`config.mk`:
```
export PLATFORM = sky130hd
export DESIGN_NAME = raymarch_scheduler
export DESIGN_NICKNAME = d
export VERILOG_FILES = /design/src/rtl/raymarch_pkg.sv /design/src/rtl/rr_arbiter.sv /design/src/rtl/raymarch_scheduler.sv
export SDC_FILE = /design/constraint.sdc
export NUM_CORES = 1
export LEC_CHECK = 0
export BUFFER_PORTS_ARGS = -buffer_cell sky130_fd_sc_hd__buf_2
export CAP_MARGIN = 15
export CORE_ASPECT_RATIO = 1.75
export CORE_MARGIN = 4
export CORE_UTILIZATION = 35
export DETAILED_ROUTE_END_ITERATION = 12
export GPL_ROUTABILITY_DRIVEN = 0
export GPL_TIMING_DRIVEN = 1
export PLACE_DENSITY = 0.6
export SLEW_MARGIN = 5
export SYNTH_ARGS = -nofsm -noshare
export SYNTH_HDL_FRONTEND = slang
export SYNTH_HIERARCHICAL = 1
export SYNTH_SLANG_ARGS = --single-unit
```
`constraint.sdc`:
```
create_clock -name clk_in -period 4.85 [get_ports clk_in]
set_input_delay 0.97 -clock clk_in [delete_from_list [all_inputs] [get_ports clk_in]]
set_output_delay 0.97 -clock clk_in [all_outputs]
set_load 0.03 [all_outputs]
```
`src/rtl/raymarch_pkg.sv`:
```
// Shared types and constants for the raymarch frame scheduler.
package raymarch_pkg;

    localparam int unsigned RGB_W = 24;

    typedef logic [1:0] sched_state_t;
    localparam sched_state_t IDLE     = 2'd0;
    localparam sched_state_t DISPATCH = 2'd1;
    localparam sched_state_t DRAIN    = 2'd2;
    localparam sched_state_t DONE     = 2'd3;

    typedef struct packed {
        logic [7:0] r;
        logic [7:0] g;
        logic [7:0] b;
    } rgb_t;

endpackage

```
`src/rtl/rr_arbiter.sv`:
```
// N-wide round-robin arbiter: one-hot grant, pointer moves to granted index + 1.
module rr_arbiter #(
    parameter  int unsigned N  = 4,
    localparam int unsigned PW = (N > 1) ? $clog2(N) : 1
) (
    input  logic          clk,
    input  logic          rst_n,
    input  logic [N-1:0]  req,
    output logic [N-1:0]  gnt_c,
    output logic [PW-1:0] gnt_idx_c
);

    logic [PW-1:0] ptr_q, ptr_d;
    logic [PW-1:0] cand;
    int unsigned   idx;
    logic          found;

    // Search starting at the pointer, wrapping at N.
    always_comb begin : grant
        gnt_c     = '0;
        gnt_idx_c = '0;
        found     = 1'b0;
        idx       = '0;
        cand      = '0;
        for (int unsigned k = 0; k < N; k++) begin
            idx = 32'(ptr_q) + k;
            if (idx >= N) begin
                idx = idx - N;
            end
            cand = PW'(idx);
            if (!found && req[cand]) begin
                found       = 1'b1;
                gnt_c[cand] = 1'b1;
                gnt_idx_c   = cand;
            end
        end
        ptr_d = ptr_q;
        if (found) begin
            ptr_d = (gnt_idx_c == PW'(N - 1)) ? '0 : gnt_idx_c + PW'(1);
        end
    end

    always_ff @(posedge clk) begin : ptr_reg
        if (!rst_n) begin
            ptr_q <= '0;
        end else begin
            ptr_q <= ptr_d;
        end
    end

endmodule

```
`src/rtl/raymarch_scheduler.sv`:
```
// Frame scheduler: raster dispatch to NUM_CORES cores, round-robin framebuffer writeback.
// Optional frame cycle counter enabled by RAYMARCH_SCHED_PERF_EN.
module raymarch_scheduler
    import raymarch_pkg::*;
#(
    parameter int unsigned WIDTH     = 1280,
    parameter int unsigned HEIGHT    = 720,
    parameter int unsigned NUM_CORES = 4
) (
    input  logic                             clk_in,
    input  logic                             rst_n_in,
    input  logic                             frame_start_in,
    output logic                             frame_busy_out,
    output logic                             frame_done_out,
    output logic [NUM_CORES-1:0]             core_start_out,
    output logic [$clog2(WIDTH)-1:0]         core_x_out,
    output logic [$clog2(HEIGHT)-1:0]        core_y_out,
    input  logic [NUM_CORES-1:0]             core_done_in,
    input  logic [RGB_W*NUM_CORES-1:0]       core_rgb_in,
    output logic                             fb_we_out,
    output logic [$clog2(WIDTH*HEIGHT)-1:0]  fb_addr_out,
    output logic [RGB_W-1:0]                 fb_data_out,
    output logic [31:0]                      frame_cycles_out
);

    localparam int unsigned XW = $clog2(WIDTH);
    localparam int unsigned YW = $clog2(HEIGHT);
    localparam int unsigned AW = $clog2(WIDTH * HEIGHT);
    localparam int unsigned PW = (NUM_CORES > 1) ? $clog2(NUM_CORES) : 1;
    localparam logic [XW-1:0] X_LAST = XW'(WIDTH - 1);
    localparam logic [YW-1:0] Y_LAST = YW'(HEIGHT - 1);

    sched_state_t state_q, state_d;
    logic [XW-1:0] x_q, x_d;
    logic [YW-1:0] y_q, y_d;
    logic [NUM_CORES-1:0] busy_q, busy_d;
    logic [NUM_CORES-1:0] pend_q, pend_d;
    logic [NUM_CORES-1:0][XW-1:0] cx_q, cx_d;
    logic [NUM_CORES-1:0][YW-1:0] cy_q, cy_d;
    rgb_t [NUM_CORES-1:0] rgb_q, rgb_d;
    logic fb_we_q, fb_we_d;
    logic [AW-1:0] fb_addr_q, fb_addr_d;
    rgb_t fb_data_q, fb_data_d;

    logic          free_any_c;
    logic [PW-1:0] free_idx_c;
    logic          dispatch_c;
    logic [NUM_CORES-1:0] gnt_c;
    logic [PW-1:0]        gnt_idx_c;

    rr_arbiter #(
        .N (NUM_CORES)
    ) u_wb_arb (
        .clk       (clk_in),
        .rst_n     (rst_n_in),
        .req       (pend_q),
        .gnt_c     (gnt_c),
        .gnt_idx_c (gnt_idx_c)
    );

    // Lowest-index idle core.
    always_comb begin : find_free
        free_any_c = 1'b0;
        free_idx_c = '0;
        for (int i = int'(NUM_CORES) - 1; i >= 0; i--) begin
            if (!busy_q[i]) begin
                free_any_c = 1'b1;
                free_idx_c = PW'(i);
            end
        end
    end

    assign dispatch_c     = (state_q == DISPATCH) && free_any_c;
    assign core_start_out = dispatch_c ? (NUM_CORES'(1) << free_idx_c) : '0;
    assign core_x_out     = dispatch_c ? x_q : '0;
    assign core_y_out     = dispatch_c ? y_q : '0;
    assign frame_busy_out = (state_q != IDLE);
    assign frame_done_out = (state_q == DONE);
    assign fb_we_out      = fb_we_q;
    assign fb_addr_out    = fb_addr_q;
    assign fb_data_out    = fb_data_q;

    always_comb begin : next_state
        state_d   = state_q;
        x_d       = x_q;
        y_d       = y_q;
        busy_d    = busy_q;
        pend_d    = pend_q;
        cx_d      = cx_q;
        cy_d      = cy_q;
        rgb_d     = rgb_q;
        fb_we_d   = 1'b0;
        fb_addr_d = fb_addr_q;
        fb_data_d = fb_data_q;

        case (state_q)
            IDLE: begin
                if (frame_start_in) begin
                    state_d = DISPATCH;
                    x_d     = '0;
                    y_d     = '0;
                end
            end
            DISPATCH: begin
                if (dispatch_c) begin
                    cx_d[free_idx_c]   = x_q;
                    cy_d[free_idx_c]   = y_q;
                    busy_d[free_idx_c] = 1'b1;
                    if (x_q == X_LAST) begin
                        x_d = '0;
                        if (y_q == Y_LAST) begin
                            y_d     = '0;
                            state_d = DRAIN;
                        end else begin
                            y_d = y_q + YW'(1);
                        end
                    end else begin
                        x_d = x_q + XW'(1);
                    end
                end
            end
            DRAIN: begin
                if ((busy_q == '0) && (pend_q == '0)) begin
                    state_d = DONE;
                end
            end
            DONE: begin
                state_d = IDLE;
            end
            default: begin
                state_d = IDLE;
            end
        endcase

        // Results from idle cores are stray pulses and are dropped.
        for (int i = 0; i < int'(NUM_CORES); i++) begin
            if (core_done_in[i] && busy_q[i]) begin
                pend_d[i] = 1'b1;
                rgb_d[i]  = rgb_t'(core_rgb_in[RGB_W*i +: RGB_W]);
            end
        end

        // Core stays busy until its pixel is actually written.
        if (|gnt_c) begin
            fb_we_d   = 1'b1;
            fb_addr_d = AW'(AW'(cy_q[gnt_idx_c]) * AW'(WIDTH)) + AW'(cx_q[gnt_idx_c]);
            fb_data_d = rgb_q[gnt_idx_c];
            pend_d[gnt_idx_c] = 1'b0;
            busy_d[gnt_idx_c] = 1'b0;
        end
    end

    always_ff @(posedge clk_in) begin : regs
        if (!rst_n_in) begin
            state_q   <= IDLE;
            x_q       <= '0;
            y_q       <= '0;
            busy_q    <= '0;
            pend_q    <= '0;
            cx_q      <= '0;
            cy_q      <= '0;
            rgb_q     <= '0;
            fb_we_q   <= 1'b0;
            fb_addr_q <= '0;
            fb_data_q <= '0;
        end else begin
            state_q   <= state_d;
            x_q       <= x_d;
            y_q       <= y_d;
            busy_q    <= busy_d;
            pend_q    <= pend_d;
            cx_q      <= cx_d;
            cy_q      <= cy_d;
            rgb_q     <= rgb_d;
            fb_we_q   <= fb_we_d;
            fb_addr_q <= fb_addr_d;
            fb_data_q <= fb_data_d;
        end
    end

`ifdef RAYMARCH_SCHED_PERF_EN
    logic [31:0] cyc_cnt_q, cyc_cnt_d;
    logic [31:0] frame_cycles_q, frame_cycles_d;

    // Captured value includes the done cycle itself, i.e. the full busy duration.
    always_comb begin : perf_next
        cyc_cnt_d      = cyc_cnt_q;
        frame_cycles_d = frame_cycles_q;
        if ((state_q == IDLE) && frame_start_in) begin
            cyc_cnt_d = '0;
        end else if (state_q != IDLE) begin
            cyc_cnt_d = cyc_cnt_q + 32'd1;
        end
        if (state_q == DONE) begin
            frame_cycles_d = cyc_cnt_q + 32'd1;
        end
    end

    always_ff @(posedge clk_in) begin : perf_regs
        if (!rst_n_in) begin
            cyc_cnt_q      <= '0;
            frame_cycles_q <= '0;
        end else begin
            cyc_cnt_q      <= cyc_cnt_d;
            frame_cycles_q <= frame_cycles_d;
        end
    end

    assign frame_cycles_out = frame_cycles_q;
`else
    assign frame_cycles_out = '0;
`endif

endmodule

```
# Yosys cells after proc, flatten, opt, wreduce, memory -nomap -nowiden
# Cells that the tools add are included.
# op_classes
addsub	11
multipliers	1
bitwise	7
shifts	1
n_lt_le_gt_ge	16
muxes	84
reduce_logical	28
n_eq_ne	11
# op_table
operator	count
10-bit 2-to-1 mux	7
11-bit 2-to-1 mux	6
24-bit binary-select mux with 2-bit select	1
44-bit bitwise mux	1
40-bit bitwise mux	1
2-bit 2-to-1 mux	18
4-bit 2-to-1 mux	9
24-bit 2-to-1 mux	1
1-bit 2-to-1 mux	23
11-bit binary-select mux with 2-bit select	1
11-bit demux with 2-bit select	1
11-bit case mux with 2 select lines	1
20-bit by 11-bit adder with 20-bit output	1
10-bit binary-select mux with 2-bit select	1
10-bit demux with 2-bit select	1
10-bit case mux with 2 select lines	1
2-bit by 3-bit less-than comparator with 1-bit output (second input constant)	6
4-bit OR	4
1-bit logical AND	15
1-bit demux with 2-bit select	6
2-bit by 1-bit greater-or-equal comparator with 1-bit output (second input constant)	6
10-bit by 3-bit multiplier with 12-bit output (second input constant)	1
11-bit by 1-bit adder with 11-bit output (second input constant)	1
11-bit == test (second input constant)	1
26 further kinds	45
# word_totals
regBits	258
inputBits	103
out_inout_bits	104
wordCells	190

# Depth between registers and ports, before layout
# Gate-level depths: netlist of run 1.
# depth
depth_word	21
mapped_depth	20
ltp_nobuf	17

# By module
# The synthesis of run 1 kept the hierarchy.
# by_module_without_submodules
mod	seq_area_each_um2	instances	area_per_inst_um2	cells_each
raymarch_scheduler	5124.9	1	11491.0	1370
rr_arbiter	40.0	1	523.0	55

# Worst setup path before layout of run 1
# Ideal clock, no wire load.
# synth_timing
path_kind	register -> register
start	register with a tool-made name
end	register fb_addr_q[19] (netlist: fb_addr_out[19])
stages_incl_launch_ff	20
n_path_buf	3
path_slack_ns	-0.425
arrival_time_ns	5.188
required_time_ns	4.763
synth_period_minus_slack_ns	5.275
path_cell_list	dfxtp_1 > buf_6 > inv_1 > ha_1 > mux4_2 > o31ai_1 > and2_2 > buf_1 > clkbuf_1 > mux4_2 > ha_1 > ha_1 > inv_1 > fa_1 > nand2b_1 > nor4_1 > and3_1 > nand3b_1 > o31a_1 > o31ai_1
# synth_lines
item	line	source
end signal, assigned	raymarch_scheduler.sv:176	fb_addr_q <= fb_addr_d;
end, declared	raymarch_scheduler.sv:42	logic [AW-1:0] fb_addr_q, fb_addr_d;

# Worst setup path after layout of run 1
# layout_timing
start	register u_wb_arb.ptr_q[1]
end	register fb_addr_q[19] (netlist: fb_addr_out[19])
# layout_via
elab_chain_cells	18
# layout_rtl
item	line	source
start, declared	rr_arbiter.sv:13	logic [PW-1:0] ptr_q, ptr_d;
start signal, assigned	rr_arbiter.sv:47	ptr_q <= ptr_d;
parallel branches: the longest is 13 deep, another holds 2-bit by 1-bit adder with 3-bit output	--	
2-bit 2-to-1 mux *	rr_arbiter.sv:31	if (!found && req[cand]) begin
via gnt_idx_c[1]	raymarch_scheduler.sv:49	logic [PW-1:0] gnt_idx_c;
10-bit binary-select mux with 2-bit select	raymarch_scheduler.sv:146	fb_addr_d = AW'(AW'(cy_q[gnt_idx_c]) * AW'(WIDTH)) + AW'(cx_q[gnt_idx_c]);
10-bit 2-to-1 mux (not written as such)	raymarch_scheduler.sv:146	
10-bit by 3-bit multiplier with 12-bit output	raymarch_scheduler.sv:146	
20-bit by 11-bit adder with 20-bit output *	raymarch_scheduler.sv:146	
# Mark *: on every way through the listed nets, which the timed path passes. The select of a mux whose other input is x is not followed.
# A chain may end at the register's enable or synchronous reset.

==> results.md, run 1 <==
- Synth async-reset ratio: 0%
- Worst-margin pin slew: 1.186 ns
- Count of port buffers added during placement: 174
- Mapped Cells: 1425
- Largest net degree at the start of global routing: 98
- Top-area cell type share of the netlist area: 42.99%
- Mapped Area: 12010 um2
- Vert. Die Dim: 253.1 um
- Yosys warnings: 6
- Path type of the worst setup path: register to register
- Initial Util: 35.49%
- Worst hold path type: register to register
- Placed insts: 1973
- Detail Route met3 WL: 1.766 mm
- Startpoint types: register
- H-tree depth: 1
- Leakage: 5.223 nW
- Root cell of the clock tree: clkbuf_16
- Post-route insts no fill: 2035
- Vias in the first global route: 10180
- I/O pins: 207
- Sequential share of the synthesized area: 42.99%
- Maximum buffer depth of the clock tree: 3
- Global-route wire length before repair: 55.59 mm
- Count leader, synth: nand2_1
- Floorplan row count: 89
- Yosys top cell by area: dfxtp_1
- Final Max Tran Viols: 0
- Clock latency on the worst-skew pair: 0.53 ns
- Worst Clk Skew: 0.009680 ns
- Worst EP required: 5.30 ns
- CTS Buf Count: 24
- Fin nets: 1699
- Top sig layer: met4
- Top post-synthesis cells by count: nand2_1 (462), dfxtp_1 (258), a21oi_1 (231)
- Initial antenna violation count: 0
- Primary FF master, synth: dfxtp_1
- Setup violators final: 0
- Die width: 148.1 um
- Area of the core: 33850 um2
- Worst EP arrival: 5.14 ns
- Synth Register Bits: 258
- CP Capture Type: register
- Initial DRT Pass Iterations: 5
- Die Footprint: 37470 um2
- DRC: 0
- Fmax: 213.1 MHz
- Antenna Diode Count: 0
- Via count: 10270
- Mean Syn Cell Area: 8.431 um2
- Clock sink total: 258
- GRT Total Usage: 18.51%
- Slew margin rel.: 20.74%
- Wirelength, routed: 35.86 mm
- Average wire per standard cell: 17.62 um
- Final HPWL DP: 25.22 mm
- Routed met2 length: 19.56 mm
- Run status: finished clean
- Area grow syn2layout: 17.11%
- Congestion Overflow GR: 0
- Unique masters post-synth: 74
- Number of antenna-violating nets in the routed design: 0
- Max_cap viols: 0
- Reg clk slew, reported paths: 0.07 ns
- CTS tree: yes
- Post-CTS Hold Fix Bufs: 0
- Final worst hold slack: 0.4478 ns
- Drt via density: 5.045
- Share of cells above drive strength 1: 21.84%
- Worst IR Drop VDD: 0.0002017 V
- CP Max Fanout: 7
- Fin crit share: 96.74%
- Min Tclk post-route: 4.692 ns
- Hold Vio Cnt, Final: 0
- Pwr Density: 414.4 nW/um2
- Initial drt markers: 623
- Wl on met1: 13.35 mm
- Synth top area cells: dfxtp_1 (43%), nand2_1 (14%), a21oi_1 (9.6%)
- Post-synth EDFFs: 0
-- cell families after synthesis --
family	Yosys count	share of synthesized area, %
compound gates	306	14.49
xor+xnor	22	1.604
buf+inv	160	6.967
mux	52	9.436
simple gates	594	21.03
other cells	1	0.03121
fa+ha+maj	32	3.458
flops	258	42.99
-- sequential cells by signal (all words and copies together) (netlist names), named ones only --
register        count
pend_q              4
x_q                11
busy_q              4
fb_addr_out        20
y_q                10
fb_we_out           1
cy_q               40
u_wb_arb/ptr_q      1
cx_q               44
rgb_q              96
state_q             2
fb_data_out        24
-- worst paths after layout --
| kind | startpoint | end | slack, ns | depth (start not counted) |
|---|---|---|---|---|
| setup reg to reg | u_wb_arb/ptr_q[1] | fb_addr_out[19] | 0.16 | 17 |
| hold reg to reg | fb_addr_out[4] | fb_addr_out[4] | 0.45 | 2 |
| hold / removal | fb_addr_out[4] | fb_addr_out[4] | 0.45 | 2 |
| setup / recovery | u_wb_arb/ptr_q[1] | fb_addr_out[19] | 0.16 | 17 |
-- per-layer routing --
layer  global-route usage [%]  up-vias
met4                    6.552        0
met2                    36.20      288
li1                         -     5011
met5                        0        -
met3                    2.184       70
met1                    20.22     4897
-- metrics by stage --
stage | cell area (um2) | util, % | power (W) | TNS, ns | worst slack, ns
3_5_place_dp | 13080 | 38.62 | 0.003924 | -0.1248 | -0.1248
5_1_grt | 14070 | 41.56 | 0.006091 | -0.06366 | -0.06366
4_1_cts | 13910 | 41.10 | 0.005846 | 0 | 0.003128
3_3_place_gp | 13060 | 38.58 | 0.003899 | 0 | 0.01611
2_1_floorplan | 12190 | - | 0.003454 | 0 | 0.005424
6_report | 14070 | 41.56 | 0.005830 | 0 | 0.1581
-- cell usage in the layout (no fill, tap or decap), drive strengths merged, types with 9 or more instances in the layout --
cell type  Yosys  routed
nand2        463     463
dfxtp        258     258
a21oi        232     232
buf           57     219
mux4          49      49
nor2          39      39
clkbuf        79      33
conb           1      32
ha            30      30
and2          29      29
inv           23      22
o21ai         21      21
xor2          11      11
xnor2         11      11
nand3          9       9
a22oi          9       9
-- cell type report --
type                    count  area [um2]
inverters                  23       95.09
flip-flops and latches    258        5170
clock inverters             9       77.57
clock buffers              33       705.7
fillers                  3448       19780
multi-input cells        1038        6203
well taps                 455       569.3
repair buffers            219        1249
-- power breakdown --
group | internal, W | switching [W] | leakage, nW
combinational | 0.000521 | 0.00107 | 2.76
clock | 0.00107 | 0.000834 | 0.382
sequential | 0.00223 | 0.000112 | 2.08
-- worst max-delay path, cell delays in order (launching register included) --
cell,delay (ns)
dfxtp_2,0.35
clkinvlp_4,0.12
ha_4,0.31
mux4_2,0.37
buf_4,0.17
o31ai_2,0.31
and2_4,0.27
buf_4,0.17
mux4_2,0.33
ha_1,0.32
inv_1,0.06
fa_1,0.52
nand2b_4,0.17
nor4_2,0.26
and3_1,0.22
nand3b_1,0.15
o31a_1,0.28
o31ai_1,0.22
-- repair_timing --
action                     4_1_cts  5_1_grt
pin swaps                        2        4
gates resized for setup          1        7
gates cloned                     0        0
setup endpoints to repair        1        2
setup buffers                    7       12
No activity file was read; power rests on OpenSTA's default activity.
==> inputs of run 2 (changes only) <==
--- a/config.mk
+++ b/config.mk
@@ -14,6 +14,7 @@
 export GPL_ROUTABILITY_DRIVEN = 0
 export GPL_TIMING_DRIVEN = 1
 export PLACE_DENSITY = 0.6
+export SETUP_SLACK_MARGIN = 0.5
 export SLEW_MARGIN = 5
 export SYNTH_ARGS = -nofsm -noshare
 export SYNTH_HDL_FRONTEND = slang
==> constraint.sdc (replaced) <==
create_clock -name clk_in -period 4.85 [get_ports clk_in]
set_input_delay 0.485 -clock clk_in [delete_from_list [all_inputs] [get_ports clk_in]]
set_output_delay 0.485 -clock clk_in [all_outputs]
set_load 0.03 [all_outputs]
==> run 2 against run 1 <==
Compared with the run above: core utilization grew 1.0 points; hold slack lost 0.26 ns; die area is the same; sequential power is essentially flat; final cell count grew 0.69%; critical path type unchanged; largest cell class unchanged.
==> results.md, run 2 (synthesis results as in run 1) <==
- Fin crit share: 91.78% (-5.0 points)
- DP Area: 13160 um2 (+0.68%)
- Path type of the worst setup path: register to register
- Worst Clk Skew: 0.01394 ns (+0.004257 ns)
- P_int: 0.003949 W (+3.5%)
- Max_cap viols: 0 (unchanged)
- Area of the core: 33850 um2 (unchanged)
- CP startpoint: u_wb_arb/ptr_q[1]
- Top sig layer: met5
- Top reg by flops: rgb_q
- CP Max Fanout: 10 (+3)
- RSZ-0062 raised after global routing: yes
- Largest net degree at the start of global routing: 116 (+18%)
- Number of antenna-violating nets in the routed design: 0 (unchanged)
- CTS tree: yes
- Initial Util: 35.49% (unchanged)
- Leakage: 5.346 nW (+2.4%)
- Die Footprint: 37470 um2 (unchanged)
- Vert. Die Dim: 253.1 um (unchanged)
- Run status: finished clean
- Vias in the first global route: 10340 (+1.6%)
- Count of port buffers added during placement: 174 (unchanged)
- Wl on met1: 13.97 mm (+4.6%)
- Average wire per standard cell: 17.73 um (+0.58%)
- Clock latency on the worst-skew pair: 0.54 ns (about the same)
- Worst R2R Start: u_wb_arb/ptr_q[1]
- Global-route wire length before repair: 56.22 mm (+1.1%)
- Root cell of the clock tree: clkbuf_16
- FF/Latch Area: 5170 um2 (unchanged)
- H-tree depth: 1 (unchanged)
- Worst r2r path cells: 17 (unchanged)
- Floorplan row count: 89 (unchanged)
- Fin nets: 1711 (+0.71%)
- Via count: 10360 (+0.94%)
- Final HPWL DP: 25.14 mm (-0.30%)
- Post-layout util: 42.58% (+1.0 points)
- DRC: 0 (unchanged)
- Initial DRT Pass Iterations: 5 (unchanged)
- Placed insts: 1978 (+0.25%)
- Maximum buffer depth of the clock tree: 3 (unchanged)
- Reg clk slew, reported paths: 0.06 ns (about the same)
- CP Capture Type: register
- Antenna Diode Count: 0 (unchanged)
- Worst R2R End: fb_addr_out[19]
- Worst EP arrival: 4.87 ns (-0.27 ns)
- GRT Total Usage: 18.60% (+0.088 points)
- Wirelength, routed: 36.32 mm (+1.3%)
- Switching Share: 34.12% (-0.40 points)
- Fill cells: 3427 (-0.61%)
- Fmax: 224.7 MHz (+5.4%)
- Initial antenna violation count: 1 (+1)
- Worst EP required: 5.27 ns (-0.03 ns)
- Setup TNS: 0 ns (unchanged)
- I/O pins: 207 (unchanged)
- Setup violators final: 0 (unchanged)
- Gate power share: 26.7% (-0.5 points)
- Hold Vio Cnt, Final: 0 (unchanged)
- Crit path capture: fb_addr_out[19]
- Area of the multi-input gates: 6395 um2 (+3.1%)
- R2R setup slack: 0.40 ns (+0.24 ns)
- Area grow syn2layout: 19.97%
- Detail Route met3 WL: 1.641 mm (-7.1%)
- Pwr Density: 415.9 nW/um2 (+0.38%)
- Largest register FFs: 96 (unchanged)
- Startpoint types: register
- Routed met2 length: 19.22 mm (-1.7%)
- Final Cell Area: 14410 um2 (+2.4%)
- Sw power: 0.002046 W (+1.6%)
- Die width: 148.1 um (unchanged)
- Worst-margin pin slew: 1.191 ns (+0.005283 ns)
- Slew margin rel.: 20.38% (-0.35 points)
- Sequential share of power: 39.0% (-1.1 points)
- Congestion Overflow GR: 0 (unchanged)
- Post-route insts no fill: 2049 (+0.69%)
- CTS Buf Count: 26 (+8.3%)
- Most frequent cells in the layout: nand2_1 (461), dfxtp_1 (256), a21oi_1 (231)
- Share of cells above drive strength 1: 23.71% (+1.9 points)
- Final Max Tran Viols: 0 (unchanged)
- Total power: 0.005995 W (+2.8%)
- Min Tclk post-route: 4.451 ns (-0.2406 ns)
- Drt via density: 5.057 (+0.25%)
- Clock sink total: 258 (unchanged)
- Worst IR Drop VDD: 0.0001771 V (-12%)
- Largest registers: rgb_q x96, cx_q x44, cy_q x40
- Initial drt markers: 665 (+6.7%)
- Share of power burned in the clock network: 34.4% (+1.7 points)
- Most common cell after layout, fill and taps aside: nand2_1
- Worst hold path type: input port to register
## run 2: layout make-up
cell class,instances,area share (%)
Multi-Input combinational cell,1038,44.37
Clock inverter,9,0.7378
Timing Repair Buffer,229,9.123
Inverter,23,0.6597
Sequential cell,258,35.87
Tap cell,455,3.950
Clock buffer,37,5.295
## run 2: critical path, stage by stage, from the launching register on
cell and delay [ns]:
dfxtp_2 0.35, buf_4 0.18, mux4_2 0.61, nor2b_4 0.15, o211ai_1 0.14, nand2_4 0.19
mux4_2 0.57, ha_4 0.27, ha_4 0.16, inv_2 0.05, fa_2 0.44, nand2b_4 0.17
nor4_4 0.28, and3_1 0.22, nand3b_1 0.12, buf_4 0.18, nor4_2 0.13, o31ai_1 0.11
## run 2: per-layer routing
metal | GRT usage (%) | vias up
met3 | 2.274 | 81
met2 | 34.84 | 319
li1 | - | 5043
met1 | 20.92 | 4917
met5 | 0 | -
met4 | 8.164 | 2
## run 2: what timing repair did
action / CTS / global route
resized for setup: 9 / 24
hold buffers: 0 / 0
pin swaps: 13 / 11
setup endpoints to repair: 5 / 6
buffers inserted: 18 / 7
## run 2: how the worst min path moves through the flow
stage | from | to | slack (ns) | cells after the start
after CTS | core_rgb_in[75] | rgb_q[75] | 0.16 | 3
after global routing | core_rgb_in[6] | rgb_q[6] | 0.17 | 3
after detailed placement | fb_data_out[14] | fb_data_out[14] | 0.44 | 2
final | core_rgb_in[27] | rgb_q[27] | 0.18 | 3
after global placement | fb_data_out[14] | fb_data_out[14] | 0.44 | 2
after floorplan | cx_q[22] | cx_q[22] | 0.43 | 2
## run 2: power groups by stage
stage	logic (W)	registers, W	clock network (W)
after floorplan	0.00106	0.00240	0
after global placement	0.00154	0.00238	0
after detailed placement	0.00157	0.00239	0
after CTS	0.00161	0.00234	0.00211
after global routing	0.00174	0.00235	0.00219
final	0.00160	0.00234	0.00206
## run 2: stage by stage
step	hold WS [ns]	worst slack [ns]
finish	0.1829	0.3987
global route	0.1705	0.1686
CTS	0.1605	0.4200
detailed placement	0.4413	0.008999
global placement	0.4369	0.1076
floorplan	0.4331	0.09701
